--- src/rtl/or1_uart_pkg.sv ---
// Shared UART definitions: state encoding, data/frame sizes.
// Optional macro UART_TX_PARITY_EN adds the parity state and one frame bit.
package or1_uart_pkg;

    localparam int DATA_BITS = 8;

`ifdef UART_TX_PARITY_EN
    localparam int FRAME_BITS = 11;
`else
    localparam int FRAME_BITS = 10;
`endif

    typedef enum logic [2:0] {
        S_IDLE  = 3'd0,
        S_START = 3'd1,
        S_DATA  = 3'd2,
`ifdef UART_TX_PARITY_EN
        S_PAR   = 3'd4,
`endif
        S_STOP  = 3'd3
    } tx_state_e;

endpackage

--- src/rtl/uart_tx_if.sv ---
// Byte handshake bundle between a producer and the UART transmitter.
// Ports: d (byte), valid (producer holds d), ready (consumer accepts).
interface uart_tx_if;
    logic [7:0] d;
    logic       valid;
    logic       ready;

    modport master (output d, output valid, input ready);
    modport slave  (input d, input valid, output ready);
endinterface

--- src/rtl/uart_baud_cnt.sv ---
// Bit-period counter shared by the UART transmitter and receiver.
// Ports: clk, rst_n, restart (force count to 0), bit_end (last cycle of bit).
module uart_baud_cnt #(
    parameter int CLKDIV = 16
) (
    input  logic clk,
    input  logic rst_n,
    input  logic restart,
    output logic bit_end
);

    localparam int W = (CLKDIV > 1) ? $clog2(CLKDIV) : 1;
    localparam logic [W-1:0] LAST = W'(CLKDIV - 1);

    logic [W-1:0] cnt_q;
    logic [W-1:0] cnt_d;

    assign bit_end = (cnt_q == LAST);

    always_comb begin
        cnt_d = cnt_q + W'(1);
        if (restart || bit_end) begin
            cnt_d = '0;
        end
    end

    always_ff @(posedge clk or negedge rst_n) begin
        if (!rst_n) begin
            cnt_q <= '0;
        end else begin
            cnt_q <= cnt_d;
        end
    end

endmodule

--- src/rtl/uart_tx.sv ---
// UART transmitter: 8N1 frames (8E1 with UART_TX_PARITY_EN), LSB first.
// Ports: clk, rst_n, up (byte handshake, slave), txd (serial out), busy.
module uart_tx
    import or1_uart_pkg::*;
#(
    parameter int CLKDIV = 16
) (
    input  logic     clk,
    input  logic     rst_n,
    uart_tx_if.slave up,
    output logic     txd,
    output logic     busy
);

    tx_state_e  state_q, state_d;
    logic [7:0] shift_q, shift_d;
    logic [2:0] idx_q, idx_d;
    logic       txd_q, txd_d;
    logic       init_q;
`ifdef UART_TX_PARITY_EN
    logic       par_q, par_d;
`endif

    logic hs;
    logic bit_end;
    logic restart;

    uart_baud_cnt #(.CLKDIV(CLKDIV)) u_baud (
        .clk     (clk),
        .rst_n   (rst_n),
        .restart (restart),
        .bit_end (bit_end)
    );

    // init_q keeps ready low until the first edge after reset release.
    assign up.ready = init_q
                    & ((state_q == S_IDLE)
                    | ((state_q == S_STOP) & bit_end));
    assign hs      = up.valid & up.ready;
    assign restart = hs | (state_q == S_IDLE);
    assign txd     = txd_q;
    assign busy    = (state_q != S_IDLE);

    always_comb begin
        state_d = state_q;
        shift_d = shift_q;
        idx_d   = idx_q;
`ifdef UART_TX_PARITY_EN
        par_d   = par_q;
`endif
        unique case (state_q)
            S_IDLE: begin
            end
            S_START: begin
                if (bit_end) state_d = S_DATA;
            end
            S_DATA: begin
                if (bit_end) begin
                    shift_d = shift_q >> 1;
                    if (idx_q == 3'(DATA_BITS - 1)) begin
                        idx_d = '0;
`ifdef UART_TX_PARITY_EN
                        state_d = S_PAR;
`else
                        state_d = S_STOP;
`endif
                    end else begin
                        idx_d = idx_q + 3'd1;
                    end
                end
            end
`ifdef UART_TX_PARITY_EN
            S_PAR: begin
                if (bit_end) state_d = S_STOP;
            end
`endif
            S_STOP: begin
                if (bit_end) state_d = S_IDLE;
            end
            default: state_d = S_IDLE;
        endcase

        if (hs) begin
            state_d = S_START;
            shift_d = up.d;
            idx_d   = '0;
`ifdef UART_TX_PARITY_EN
            par_d   = ^up.d;
`endif
        end

        // Line level follows the next state so txd comes straight off a flop.
        txd_d = 1'b1;
        unique case (state_d)
            S_START: txd_d = 1'b0;
            S_DATA:  txd_d = shift_d[0];
`ifdef UART_TX_PARITY_EN
            S_PAR:   txd_d = par_d;
`endif
            default: txd_d = 1'b1;
        endcase
    end

    always_ff @(posedge clk or negedge rst_n) begin
        if (!rst_n) begin
            state_q <= S_IDLE;
            shift_q <= '0;
            idx_q   <= '0;
            txd_q   <= 1'b1;
            init_q  <= 1'b0;
`ifdef UART_TX_PARITY_EN
            par_q   <= 1'b0;
`endif
        end else begin
            state_q <= state_d;
            shift_q <= shift_d;
            idx_q   <= idx_d;
            txd_q   <= txd_d;
            init_q  <= 1'b1;
`ifdef UART_TX_PARITY_EN
            par_q   <= par_d;
`endif
        end
    end

endmodule

--- src/flat_wrapper.sv ---
// flat-port wrapper written by rule: the top's interface ports become plain ports
module uart_tx_flat import or1_uart_pkg::*;
#(
    parameter int CLKDIV = 16
)
  (clk, rst_n, txd, busy, up_d, up_valid, up_ready);
  uart_tx_if up_i ();
  input  logic clk;
  input  logic rst_n;
  output logic txd;
  output logic busy;
  input wire logic [$bits(up_i.d)-1:0] up_d;
  input wire logic [$bits(up_i.valid)-1:0] up_valid;
  output wire logic [$bits(up_i.ready)-1:0] up_ready;
  assign up_i.d = up_d;
  assign up_i.valid = up_valid;
  assign up_ready = up_i.ready;
  uart_tx #(.CLKDIV(CLKDIV)) u_core (.clk(clk), .rst_n(rst_n), .up(up_i), .txd(txd), .busy(busy));
endmodule
--- config.mk ---
export PLATFORM = sky130hd
export DESIGN_NAME = uart_tx_flat
export DESIGN_NICKNAME = d
export VERILOG_FILES = /design/src/rtl/or1_uart_pkg.sv /design/src/rtl/uart_tx_if.sv /design/src/rtl/uart_baud_cnt.sv /design/src/rtl/uart_tx.sv /design/src/flat_wrapper.sv
export SDC_FILE = /design/constraint.sdc
export NUM_CORES = 1
export LEC_CHECK = 0
export BUFFER_PORTS_ARGS = -buffer_cell sky130_fd_sc_hd__clkbuf_2
export CAP_MARGIN = 5
export CORE_MARGIN = 10
export CORE_UTILIZATION = 58
export CTS_BUF_LIST = sky130_fd_sc_hd__clkbuf_8 sky130_fd_sc_hd__clkbuf_16
export CTS_CLUSTER_SIZE = 28
export DETAILED_ROUTE_END_ITERATION = 8
export GPL_TIMING_DRIVEN = 0
export PLACE_DENSITY = 0.89
export SETUP_SLACK_MARGIN = 0.1
export SLEW_MARGIN = 10
export SYNTH_ARGS = -nofsm -noshare
export SYNTH_HDL_FRONTEND = slang
export SYNTH_SLANG_ARGS = --single-unit
--- constraint.sdc ---
create_clock -name clk -period 2.4 [get_ports clk]
set_input_delay 0.36 -clock clk [delete_from_list [all_inputs] [get_ports clk]]
set_output_delay 0.36 -clock clk [all_outputs]
set_load 0.1 [all_outputs]
==> Implementation_results.wiki <==
{| class="wikitable"
! Metric !! Value
|-
| Status || finished, final reports clean
|-
| Count of input and output buffers || 13
|-
| Number of vias after detailed routing || between 700 and 800
|-
| Worst-path clk slew || around 0.070 ns
|-
| Largest fanout on the critical path || 4
|-
| Number of storage elements in the synthesis netlist || 20
|-
| EDFF count, synth || 0
|-
| Total nets after synthesis || 106
|-
| Int Power || between 500 and 600 uW
|-
| Leakage || 0.545 nW
|-
| Number of buffers on the longest clock path || 2
|-
| Die X || 61.2 um
|-
| Residual antenna-violating net count after detailed routing || 0
|-
| Maximum number of pins on one net before global-route repair || 21
|-
| Core Rows || 14
|-
| Fin crit period || ~2.1 ns
|-
| Fraction of power consumed by the clock network || 0.322
|-
| CTS Hold Bufs || 0
|-
| CTS H-tree depth || 1
|-
| Post-Place Cell Area || between 0.001 and 0.0015 mm2
|-
| Path class of the lowest-slack min-delay path || input pin to async pin
|-
| Vert. Die Dim || 61.2 um
|-
| Depth of the most critical reg-to-reg path || 5
|-
| Number of failing hold endpoints at the final stage || 0
|-
| Cell class contributing the biggest share of worst-path delay || flip-flops
|-
| Yosys warns || 0
|-
| Total power || roughly 790 uW
|-
| Arr. time, crit path || about 1.7 ns
|-
| Die outline area || about 0.0037 mm2
|-
| Share of power burned in registers || 0.522
|-
| Initial core utilization || 0.631
|-
| Crit path buf inv count || 1
|-
| Complex-gate fraction of the synthesized area || 0.149
|-
| Combinational power share || 0.156
|-
| Slew @ Worst Pin || around 0.54 ns
|-
| Io pins || 14
|-
| Switching power as a share of total power || 0.270
|-
| Critical Path RT || 2.04 ns
|-
| Mean area per synthesized cell || between 10 and 15 um2
|-
| Startpoint types || register
|-
| Total area of multi-input combinational cells || 465 um2
|-
| Final nets || ~130
|-
| Crit path kind || register to primary output
|-
| Setup Skew || 0.00252 ns
|-
| Setup total negative slack || 0 ns
|-
| Sequential cell area fraction in the yosys report || 0.510
|-
| Main combinational cell family by area after synthesis || simple AND/OR/NAND/NOR gates
|-
| Flop2flop setup slack || around 0.56 ns
|-
| Number of unique standard cell types used by synthesis || 35
|-
| DR DRC count || 0
|-
| Routability-driven placement congestion ratio || between 0.7 and 0.8
|-
| Vias per cell || roughly 6.0
|-
| Total global routing overflow || 0
|-
| Post-Route WL || approximately 1900 um
|-
| DPL Wire Length || between 1000 and 1500 um
|-
| Number of clock buffers inserted by TritonCTS || 3
|-
| Max-cap violations || 0
|-
| Clock sink total || 20
|-
| Antenna diode instance count || 0
|-
| Clock tree from TritonCTS || yes
|-
| Cells along the critical path || ha_2 -> nand4_1 -> mux2_2 -> nor3b_4 -> buf_8
|-
| Count of pins over their slew limit || 0
|-
| Adder and majority gate portion of the synthesized area || 0.0382
|-
| FILL cells || approximately 110
|-
| Count of cell instances traversed by the critical path || 5
|-
| Gate Count Post-Synth || 92
|-
| CP peak stage delay || slightly below 0.4 ns
|-
| Setup repair after global routing missed its margin || false
|-
| Fraction of the cycle the final worst path needs || 0.875
|-
| Proportion of synthesized area in mux cells || 0.0331
|-
| Post-synthesis simple-gate area fraction || 0.205
|-
| Post-synth ARST share || 1.00
|-
| Wire length of the first global-routing pass || around 3500 um
|-
| Routed len/inst || around 15 um
|-
| Syn Std Cell Area || 983 um2
|-
| Number of DRC markers after the initial detailed-route iteration || 27
|-
| Max transition margin || 0.638
|-
| Highest ir drop seen on vdd || between 300 and 400 uV
|-
| Clock network latency to the later pin of the worst-skew pair || 0.25 ns
|-
| Tot GR Track Use || 0.122
|-
| Final std cell area, no fill || roughly 0.0012 mm2
|-
| Setup slack at placement || around 0.21 ns
|-
| Power Dens Cells || between 600 and 700 mW/mm2
|-
| Antenna violations before repair || 0
|-
| Clock Root Buffer || clkbuf_8
|-
| Highest clock rate || roughly 0.48 GHz
|-
| Switching power || between 200 and 250 uW
|-
| Total of endpoints with negative setup slack in the final report || 0
|-
| Number of optimization iterations in the first detailed-route pass || 4
|-
| Layout cell share with drive strength beyond 1 || 0.300
|-
| Setup slack of the critical path after layout || ~0.3 ns
|-
| Vias in the first global route || between 700 and 800
|-
| Main synth FF type || dfrtp_1
|-
| Post-synthesis share of cell area spent on xor and xnor gates || 0.0267
|-
| Crit. End Element || primary output
|-
| Slowest-stage cell, CP || dfrtp_1
|-
| Register cell area after layout || 502 um2
|-
| Area of the core region || between 0.0015 and 0.002 mm2
|-
| Syn-to-layout area delta || 17.4%
|}
[cell type report]
cell class | instances | area share
multi-input cells | 66 | 0.403
well taps | 16 | 0.0173
repair buffers | 14 | 0.0715
plain buffers | 5 | 0.0228
clock buffers | 4 | 0.0477
flip-flops and latches | 20 | 0.434
inverters | 1 | 0.00325
[cell families after synthesis]
kind of cell | after synthesis
AO/OA/AOI/OAI | 20
multiplexers | 3
adder cells (fa/ha/maj) | 3
flip-flops | 20
AND/OR/NAND/NOR | 35
XOR/XNOR | 3
other | 2
buffers and inverters | 6
[Yosys cell counts, drive strengths merged, types with 2 or more instances]
library cell | count | area [um2]
conb | 2 | 7.51
or3 | 4 | 30.0
dfrtp | 19 | 475
nor2 | 2 | 7.51
ha | 3 | 37.5
o21ai | 7 | 35.0
buf | 4 | 22.5
a22oi | 6 | 45.0
nand3 | 2 | 10.0
nand2 | 15 | 56.3
xor2 | 3 | 26.3
nand4 | 3 | 25.0
mux2 | 2 | 22.5
a21oi | 3 | 15.0
[flip-flops by register name, summed over array words and instances, names as in the netlist]
signal	cells
u_core.u_baud.cnt_q	4
u_core.idx_q	3
u_core.txd	1
u_core.state_q	3
u_core.init_q	1
u_core.shift_q	8
[metrics by stage]
stage | util | instances | hold WS [ns]
2_1_floorplan | - | 92 | 0.0644
3_3_place_gp | 0.693 | 121 | 0.336
3_5_place_dp | 0.693 | 121 | 0.345
4_1_cts | 0.734 | 125 | 0.0694
5_1_grt | 0.741 | 126 | 0.0670
6_report | 0.741 | 126 | 0.0546
[cells in the final DEF, fill, tap and decap left out, drive strengths merged, types with 3 or more instances in the layout]
cell    Yosys  routed
dfrtp      19      19
clkbuf      1      17
nand2      15      15
o21ai       7       7
a22oi       6       6
buf         4       6
or3         4       4
xor2        3       3
a21oi       3       3
nand4       3       3
ha          3       3
[routing by layer]
metal / wire length, um / vias to the layer above / share of wire / GRT usage
met2: 946 / 20 / 0.49 / 0.192
met1: 908 / 363 / 0.47 / 0.156
met3: 78 / 2 / 0.040 / 0.0288
li1: - / 367 / - / -
met4: 12 / 0 / 0.0062 / 0.0489
met5: 0 / - / 0 / 0
[repair_timing]
| item | 4_1_cts | 5_1_grt |
|---|---|---|
| gates cloned | 0 | 0 |
| pin swaps | 0 | 1 |
| resized for setup | 2 | 2 |
| endpoints found under the setup margin | 1 | 1 |
| buffers inserted | 0 | 1 |
[path summary, 6_finish.rpt]
path | start | endpoint
max | u_core.u_baud.cnt_q[0] | up_ready
max reg2reg | u_core.u_baud.cnt_q[0] | u_core.txd
max in group asynchronous | rst_n | u_core.txd
min reg2reg | u_core.u_baud.cnt_q[0] | u_core.u_baud.cnt_q[0]
min in group clk | up_d[7] | u_core.shift_q[7]
min | rst_n | u_core.state_q[2]
[power groups by stage]
stage | logic (mW) | registers (mW) | clock network [mW]
final | 0.123 | 0.410 | 0.253
after global routing | 0.142 | 0.414 | 0.272
after CTS | 0.122 | 0.410 | 0.256
after detailed placement | 0.119 | 0.416 | 0
after global placement | 0.112 | 0.412 | 0
after floorplan | 0.0792 | 0.417 | 0
Note: power is estimated with default switching activity, not from simulation.
